[config.mk]
export PLATFORM = sky130hd
export DESIGN_NAME = gate_sweep_ctrl
export DESIGN_NICKNAME = d
export VERILOG_FILES = /design/src/rtl/gate_sweep_pkg.sv /design/src/rtl/gate_sweep_timer.sv /design/src/rtl/gate_sweep_ctrl.sv
export SDC_FILE = /design/constraint.sdc
export NUM_CORES = 1
export LEC_CHECK = 0
export ABC_AREA = 1
export CAP_MARGIN = 40
export CORE_AREA = 5 5 95 97
export DETAILED_ROUTE_END_ITERATION = 8
export DIE_AREA = 0 0 100 102
export HOLD_SLACK_MARGIN = 0.06
export SLEW_MARGIN = 25
export SYNTH_ARGS = -nofsm -noshare
export SYNTH_HDL_FRONTEND = slang
export SYNTH_SLANG_ARGS = --single-unit
[constraint.sdc]
create_clock -name clk -period 2.29 [get_ports clk]
set_input_delay 0.3435 -clock clk [delete_from_list [all_inputs] [get_ports clk]]
set_output_delay 0.3435 -clock clk [all_outputs]
set_load 0.01 [all_outputs]
[src/rtl/gate_sweep_pkg.sv]
// Shared types and constants for the gate sweep controller.
// No logic of its own; the golden table lives here so ctrl and bench agree.
// Not applicable (package only).
package gate_sweep_pkg;

    typedef enum logic [1:0] {
        IDLE = 2'd0,
        RUN  = 2'd1,
        DONE = 2'd2
    } state_t;

    localparam int NUM_VECTORS = 4;

    // Bit positions of each gate inside gate_out.
    localparam int AND_BIT  = 5;
    localparam int OR_BIT   = 4;
    localparam int NAND_BIT = 3;
    localparam int NOR_BIT  = 2;
    localparam int XOR_BIT  = 1;
    localparam int XNOR_BIT = 0;

    localparam logic [5:0] GOLDEN_V0 = 6'b001101;
    localparam logic [5:0] GOLDEN_V1 = 6'b011010;
    localparam logic [5:0] GOLDEN_V2 = 6'b011010;
    localparam logic [5:0] GOLDEN_V3 = 6'b110001;

    function automatic logic [5:0] golden_vector(input logic [1:0] k);
        logic [5:0] g;
        case (k)
            2'd0:    g = GOLDEN_V0;
            2'd1:    g = GOLDEN_V1;
            2'd2:    g = GOLDEN_V2;
            default: g = GOLDEN_V3;
        endcase
        return g;
    endfunction

endpackage

[src/rtl/gate_sweep_timer.sv]
// Settle counter: expire is high on the last cycle of each settle window.
// Latency: expire every SETTLE_CYCLES cycles while clear is low.
// Backpressure: none; clear holds the count at zero.
module gate_sweep_timer #(
    parameter int SETTLE_CYCLES = 2
) (
    input  logic clk,
    input  logic rst,
    input  logic clear,
    output logic expire
);

    localparam logic [3:0] LAST = 4'(SETTLE_CYCLES - 1);

    logic [3:0] cnt_q;

    assign expire = (cnt_q == LAST);

    always_ff @(posedge clk) begin
        if (rst || clear || expire) begin
            cnt_q <= 4'd0;
        end else begin
            cnt_q <= cnt_q + 4'd1;
        end
    end

endmodule

[src/rtl/gate_sweep_ctrl.sv]
// Sweeps gate block A/B through 00,01,10,11 and captures the six outputs; GATE_SWEEP_CHECK_EN adds golden checking.
// Latency: done pulses 4*SETTLE_CYCLES cycles after the start-accepting edge.
// Backpressure: start only sampled in IDLE; never queued.
module gate_sweep_ctrl
    import gate_sweep_pkg::*;
#(
    parameter int SETTLE_CYCLES = 2
) (
    input  logic        clk,
    input  logic        rst,
    input  logic        start,
    output logic        busy,
    output logic        done,
    output logic        gate_a,
    output logic        gate_b,
    input  logic [5:0]  gate_out,
    output logic [23:0] result,
    output logic        pass,
    output logic [3:0]  err_vec
);

    localparam logic [1:0] LAST_VEC = 2'(NUM_VECTORS - 1);

    state_t      state_q, state_d;
    logic [1:0]  vec_q, vec_d;
    logic [23:0] result_q, result_d;
    logic        expire;
    logic        timer_clear;

    assign timer_clear = (state_q != RUN);

    gate_sweep_timer #(
        .SETTLE_CYCLES(SETTLE_CYCLES)
    ) u_timer (
        .clk   (clk),
        .rst   (rst),
        .clear (timer_clear),
        .expire(expire)
    );

    // AB is only driven while running; IDLE and DONE park it at 00.
    assign busy   = (state_q == RUN);
    assign done   = (state_q == DONE);
    assign gate_a = busy & vec_q[1];
    assign gate_b = busy & vec_q[0];
    assign result = result_q;

    always_ff @(posedge clk) begin
        if (rst) begin
            state_q  <= IDLE;
            vec_q    <= 2'd0;
            result_q <= 24'd0;
        end else begin
            state_q  <= state_d;
            vec_q    <= vec_d;
            result_q <= result_d;
        end
    end

    always_comb begin
        state_d  = state_q;
        vec_d    = vec_q;
        result_d = result_q;
        case (state_q)
            IDLE: begin
                if (start) begin
                    state_d  = RUN;
                    vec_d    = 2'd0;
                    result_d = 24'd0;
                end
            end
            RUN: begin
                if (expire) begin
                    result_d[6*vec_q +: 6] = gate_out;
                    if (vec_q == LAST_VEC) begin
                        state_d = DONE;
                        vec_d   = 2'd0;
                    end else begin
                        vec_d = vec_q + 2'd1;
                    end
                end
            end
            DONE:    state_d = IDLE;
            default: state_d = IDLE;
        endcase
    end

`ifdef GATE_SWEEP_CHECK_EN
    logic [3:0] err_q, err_d;
    logic       pass_q, pass_d;

    always_ff @(posedge clk) begin
        if (rst) begin
            err_q  <= 4'd0;
            pass_q <= 1'b0;
        end else begin
            err_q  <= err_d;
            pass_q <= pass_d;
        end
    end

    // pass folds in the final vector's own mismatch, so it uses err_d.
    always_comb begin
        err_d  = err_q;
        pass_d = pass_q;
        case (state_q)
            IDLE: begin
                if (start) begin
                    err_d  = 4'd0;
                    pass_d = 1'b0;
                end
            end
            RUN: begin
                if (expire) begin
                    if (gate_out != golden_vector(vec_q)) begin
                        err_d[vec_q] = 1'b1;
                    end
                    if (vec_q == LAST_VEC) begin
                        pass_d = (err_d == 4'd0);
                    end
                end
            end
            default: ;
        endcase
    end

    assign err_vec = err_q;
    assign pass    = pass_q;
`else
    assign err_vec = 4'd0;
    assign pass    = 1'b0;
`endif

endmodule

==> summary.md, run 1 <==
| Metric | Value |
|---|---|
| Tmin final | `~2.0 ns` |
| Flops & latches, synth | `32` |
| Hold WS | `roughly 0.45 ns` |
| Max-slew violations | `0` |
| Worst reg-to-reg setup slack | `slightly below 0.3 ns` |
| DR pass1 iterations | `4` |
| Die Width | `roughly 100 um` |
| Routed wire length | `around 5500 um` |
| DRT iter0 DRCs | `~210` |
| Top cells by count, synth | `nand2_1, nor2_1, dfxtp_1` |
| Clk root buf | `clkbuf_8` |
| Synth area leaders | `dfxtp_1, nand2_1, nor2_1, inv_1, nand3_1` |
| Share of layout cells above drive strength 1 | `7.251%` |
| First-pass GRT wire length | `9301 um` |
| Register Area | `around 640 um2` |
| LEAKAGE | `1.013 nW` |
| Ant diodes | `0` |
| Clock buffer depth | `2` |
| Post-synthesis sequential area ratio | `32.97%` |
| RSZ-0062 raised after global routing | `false` |
| Critical path required time | `around 2.5 ns` |
| Status | `completed` |
| Tot GR Track Use | `11.30%` |
| Antenna violations before repair | `0` |
| Ys flop type | `dfxtp_1` |
| Hold path endpoint | `result[18]` |
| Synth cell types | `29` |
| IO buf count | `36` |
| Mapped Area | `roughly 1900 um2` |
| HP Class | `reg2reg` |
| DR vias | `between 1500 and 2000` |
| CP Max Fanout | `11` |
| Max-cap violations | `0` |
| Drt wl/cell | `12.57 um` |
| DRC | `0` |
| Clock Latency Late Sink | `around 0.28 ns` |
| Routability cong. | `0.9106` |
| # clock sinks | `32` |
| WHS Path Cells | `2` |
| Die Height | `between 100 and 150 um` |
| Final Hold Fails | `0` |
| Avg Cell Area, Syn | `6.655 um2` |
| Dpl ws | `0.3501 ns` |
| Synth Warn # | `0` |
| Row cnt | `33` |
| Relative slew margins | `about 66%` |
| FF-to-FF End | `result[7]` |
| Biggest area consumer among synthesized cells | `dfxtp_1` |
| CP startpoint kind | `register` |
| Adder-Cell Fraction of Synth Area | `4.507%` |
| Starting Density | `roughly a quarter` |
| Post-route ant nets | `0` |
| R2R Path Start | `vec_q[1]` |
| Largest net degree at the start of global routing | `19` |
| Tcrit/Tclk final | `87.30%` |
| Fin worst setup slack | `0.2909 ns` |
| TritonCTS clock tree | `done` |
| EDFF count, synth | `0` |
| Post-synthesis simple-gate area fraction | `a little under two fifths` |
| Top-count cell post-synth | `nand2_1` |
| Setup CP Type | `reg2reg` |
| Setup Fix Bufs, Post-CTS | `0` |
| Setup-failing EPs final | `0` |
| Skew final | `about 0.0045 ns` |
| Compound-cell area share of the yosys netlist | `about an eighth` |
| H-tree depth | `2` |
| Cell count after synthesis | `roughly 290` |
| Critical Path AT | `around 2.2 ns` |
| FFs w/ async S/R, synth | `0%` |
| Clock transition at path regs | `approximately 0.070 ns` |
| Max frequency | `between 0.5 and 0.6 GHz` |
| Core area | `8051 um2` |
| Post-CTS Hold Fix Bufs | `0` |
| Worst vdd ir | `~0.00029 V` |
| Total Neg Setup Slack | `0 ns` |
| Yosys top cell area share | `about a third` |
| Total CTS buffers | `5` |
| Hold Startpoint | `result[18]` |
| Main combinational cell family by area after synthesis | `simple AND/OR/NAND/NOR gates` |
| R2R cell count | `11` |
| Vias in the first global route | `1992` |
| Post-Synth XOR/XNOR Area | `0.9015%` |
| Fill count | `between 800 and 900` |
| Gr ovfl total | `0` |
| # nets final | `around 350` |
| Die ar. | `10200 um2` |
| DP HPWL | `about 4300 um` |
| Number of gates resized after cts | `0` |
| Multi-input logic area | `around 1100 um2` |
| Post-synthesis mux area share | `0%` |
| Least-Margin Pin Slew | `between 0.5 and 0.6 ns` |
| # IOs | `between 40 and 50` |
| Worst Setup End Kind | `register` |
| Vias/cell | `roughly 4.4` |
| Layout area overhead | `27.37%` |
| Pwr Density | `approximately 630 nW/um2` |
-- cells by family after synthesis --
kind of cell / count (synthesis)
xor gates and xnor gates: 2
other: 1
adders and majority gates: 7
AOI/OAI and AO/OA: 43
buffers and inverters: 45
DFF: 32
and+or+nand+nor: 162
-- registers in the layout, indices dropped and copies added (netlist names) --
signal,flops
state_q,2
vec_q,2
result,24
u_timer.cnt_q,4
-- routing by layer --
metal | wire, um | track usage [%] | share of wire [%]
met5 | 0 | 0 | 0
met2 | 2393 | 17.65 | 44
met4 | 85 | 3.523 | 1.6
met1 | 2683 | 15.30 | 49
met3 | 318 | 3.003 | 5.8
-- metrics by stage --
step	util, %	instance area (um2)	power, mW	instances
floorplan	-	1958	0.9832	296
global placement	29.62	2385	1.114	428
detailed placement	29.62	2385	1.114	428
CTS	30.74	2475	1.576	436
global route	30.74	2475	1.674	436
finish	30.74	2475	1.560	436
-- worst max path at each step --
| stage | depth (start not counted) | slack [ns] | startpoint | end |
|---|---|---|---|---|
| after global routing | 11 | 0.06 | vec_q[1] | result[7] |
| after global placement | 8 | 0.40 | vec_q[1] | result[1] |
| final | 11 | 0.29 | vec_q[1] | result[7] |
| after CTS | 3 | 0.32 | state_q[0] | busy |
| after detailed placement | 11 | 0.35 | vec_q[1] | result[7] |
| after floorplan | 13 | 0.38 | vec_q[0] | result[7] |
-- placed cells by master (no fill, tap or decap), types with 3 or more instances in the layout --
master / count
a21boi_0: 4
a21oi_1: 15
buf_4: 4
clkbuf_8: 6
clkdlybuf4s50_1: 36
conb_1: 5
dfxtp_1: 32
ha_1: 7
inv_1: 29
inv_2: 3
nand2_1: 65
nand3_1: 20
nand4_1: 6
nor2_1: 57
nor3_1: 3
o21ai_0: 19
o21ai_1: 3
-- where the power goes --
group,internal (mW),switching [mW]
registers,0.581,0.0191
clock network,0.245,0.207
logic,0.167,0.341
-- layout make-up --
type	count	area share [%]
Tap cell	105	5.308
Sequential cell	32	25.88
Timing Repair Buffer	40	15.77
Inverter	32	4.853
Multi-Input combinational cell	219	44.54
Clock buffer	8	3.640
-- worst max-delay path, cell delays in order, from the launching register on --
cell and delay, ns:
dfxtp_1 0.37, inv_1 0.11, ha_1 0.35, inv_1 0.17, nand2_1 0.07, nand2_1 0.27
inv_1 0.14, nand2_1 0.11, nand3_1 0.11, nor2_1 0.12, nor2_1 0.05, nor2_1 0.07
Power figures use the tool's default switching activity.
==> run 2: changes to the inputs <==
--- a/config.mk
+++ b/config.mk
@@ -11,6 +11,7 @@
 export DETAILED_ROUTE_END_ITERATION = 8
 export DIE_AREA = 0 0 100 102
 export HOLD_SLACK_MARGIN = 0.06
+export PLACE_DENSITY = 0.44
 export SLEW_MARGIN = 25
 export SYNTH_ARGS = -nofsm -noshare
 export SYNTH_HDL_FRONTEND = slang
==> constraint.sdc (replaced) <==
create_clock -name clk -period 1.7 [get_ports clk]
set_input_delay 0.255 -clock clk [delete_from_list [all_inputs] [get_ports clk]]
set_output_delay 0.255 -clock clk [all_outputs]
set_load 0.01 [all_outputs]
==> summary.md, run 2 (synthesis results as in run 1) <==
| Metric | Value |
|---|---|
| Cell Count, Final, Fillers Out | `about 460` |
| Share of layout cells above drive strength 1 | `21.19%` |
| Row cnt | `33` |
| HP Class | `reg2reg` |
| Clock Latency Late Sink | `0.29 ns` |
| Die ar. | `10200 um2` |
| Total CTS buffers | `5` |
| DRT iter0 DRCs | `89` |
| Vias/cell | `4.251` |
| Gr ovfl total | `0` |
| Fill count | `approximately 900` |
| Worst Setup End Kind | `primary output` |
| Max frequency | `0.6169 GHz` |
| Die Width | `about 100 um` |
| Relative slew margins | `a little under two thirds` |
| Core area | `8051 um2` |
| Pwr Density | `~840 nW/um2` |
| Fin worst setup slack | `between 0.07 and 0.08 ns` |
| Die Height | `slightly above 100 um` |
| CP startpoint kind | `register` |
| Slowest stage cell, crit path | `clkdlybuf4s50_1` |
| Least-Margin Pin Slew | `about 0.54 ns` |
| Critical path required time | `around 1.4 ns` |
| Buf/Inv on CP | `2` |
| Placed inst area | `~2600 um2` |
| Routability cong. | `approximately 0.80` |
| Worst vdd ir | `approximately 0.00031 V` |
| Register Area | `648.1 um2` |
| DR vias | `just under 2000` |
| Placed Cells | `450` |
| Delay-heaviest family, CP | `buffers and inverters` |
| IO buf count | `36` |
| Hold WS | `approximately 0.45 ns` |
| TritonCTS clock tree | `done` |
| Drt wl/cell | `approximately 12 um` |
| Clk root buf | `clkbuf_8` |
| LEAKAGE | `approximately 1.1 nW` |
| Post-route ant nets | `0` |
| Tot GR Track Use | `11.89%` |
| Max-slew violations | `0` |
| CP Max Fanout | `5` |
| Multi-input logic area | `1199 um2` |
| Vias in the first global route | `just under 2000` |
| Tcrit/Tclk final | `95.35%` |
| Tmin final | `1.621 ns` |
| Commonest non-fill, non-tap cell in the layout | `nand2_1` |
| Antenna violations before repair | `0` |
| Largest net degree at the start of global routing | `13` |
| Layout area overhead | `41.98%` |
| Setup-failing EPs final | `0` |
| Final Hold Fails | `0` |
| Setup CP Type | `reg2out` |
| First-pass GRT wire length | `about 9500 um` |
| # nets final | `roughly 370` |
| Post-Route Utilization | `around a third` |
| Total Neg Setup Slack | `0 ns` |
| Design area | `approximately 2800 um2` |
| Worst path cell trace | `inv_2, nor2_1, clkdlybuf4s50_1` |
| Clock buffer depth | `2` |
| Routed wire length | `around 5700 um` |
| Commonest cells after routing, fill and taps aside | `nand2_1, nor2_1, clkdlybuf4s50_1` |
| Status | `completed` |
| Slowest stage delay, CP | `around 0.53 ns` |
| # clock sinks | `32` |
| Largest register FFs | `24` |
| Starting Density | `about a quarter` |
| Dpl ws | `-0.09215 ns` |
| DP HPWL | `about 4600 um` |
| H-tree depth | `2` |
| DR pass1 iterations | `4` |
| Max-cap violations | `0` |
| Critical Path AT | `1.37 ns` |
| Post-CTS Hold Fix Bufs | `0` |
| Ant diodes | `0` |
| # IOs | `42` |
| Pwr Total | `2.325 mW` |
| DRC | `0` |
| Clock transition at path regs | `0.08 ns` |
| Skew final | `around 0.0086 ns` |
==> run 2: worst paths after layout <==
kind / from / to / slack [ns] / cells past startpoint
worst min-delay path: result[19] / result[19] / 0.45 / 2
worst max-delay path: state_q[1] / done / 0.08 / 3
worst max register to register: vec_q[0] / result[18] / 0.09 / 11
worst min register to register: result[19] / result[19] / 0.45 / 2
==> run 2: per-layer routing <==
metal	vias up	track usage (%)	share of wire (%)
met3	6	2.594	4.0
met1	871	15.55	50
met4	0	3.834	1.2
li1	1038	-	-
met5	-	0	0
met2	36	19.60	45
==> run 2: worst reg2reg max path: cells and delay by family, from the launching register on <==
| kind | cells | cell delay, ns |
|---|---|---|
| fa+ha+maj | 1 | 0.22 |
| buf+inv | 5 | 0.45 |
| simple gates | 5 | 0.56 |
| flops | 1 | 0.33 |
==> run 2: final cells by class <==
cell class | instances | share of cell area [%]
multi-input cells | 219 | 43.45
repair buffers | 63 | 20.41
well taps | 105 | 4.762
inverters | 32 | 4.535
clock buffers | 6 | 2.993
clock inverters | 2 | 0.3628
flip-flops and latches | 32 | 23.49
==> run 2: timing repair <==
action | CTS | global route
resized for setup | 12 | 20
setup endpoints to repair | 24 | 21
endpoints found under the hold margin | 0 | 0
pin swaps | 0 | 5
buffers inserted | 0 | 1
==> run 2: where the power goes <==
group          internal [mW]  switching, mW  leakage [nW]
Combinational          0.355          0.527         0.836
Sequential             0.783         0.0239         0.261
Clock                  0.323          0.312        0.0510
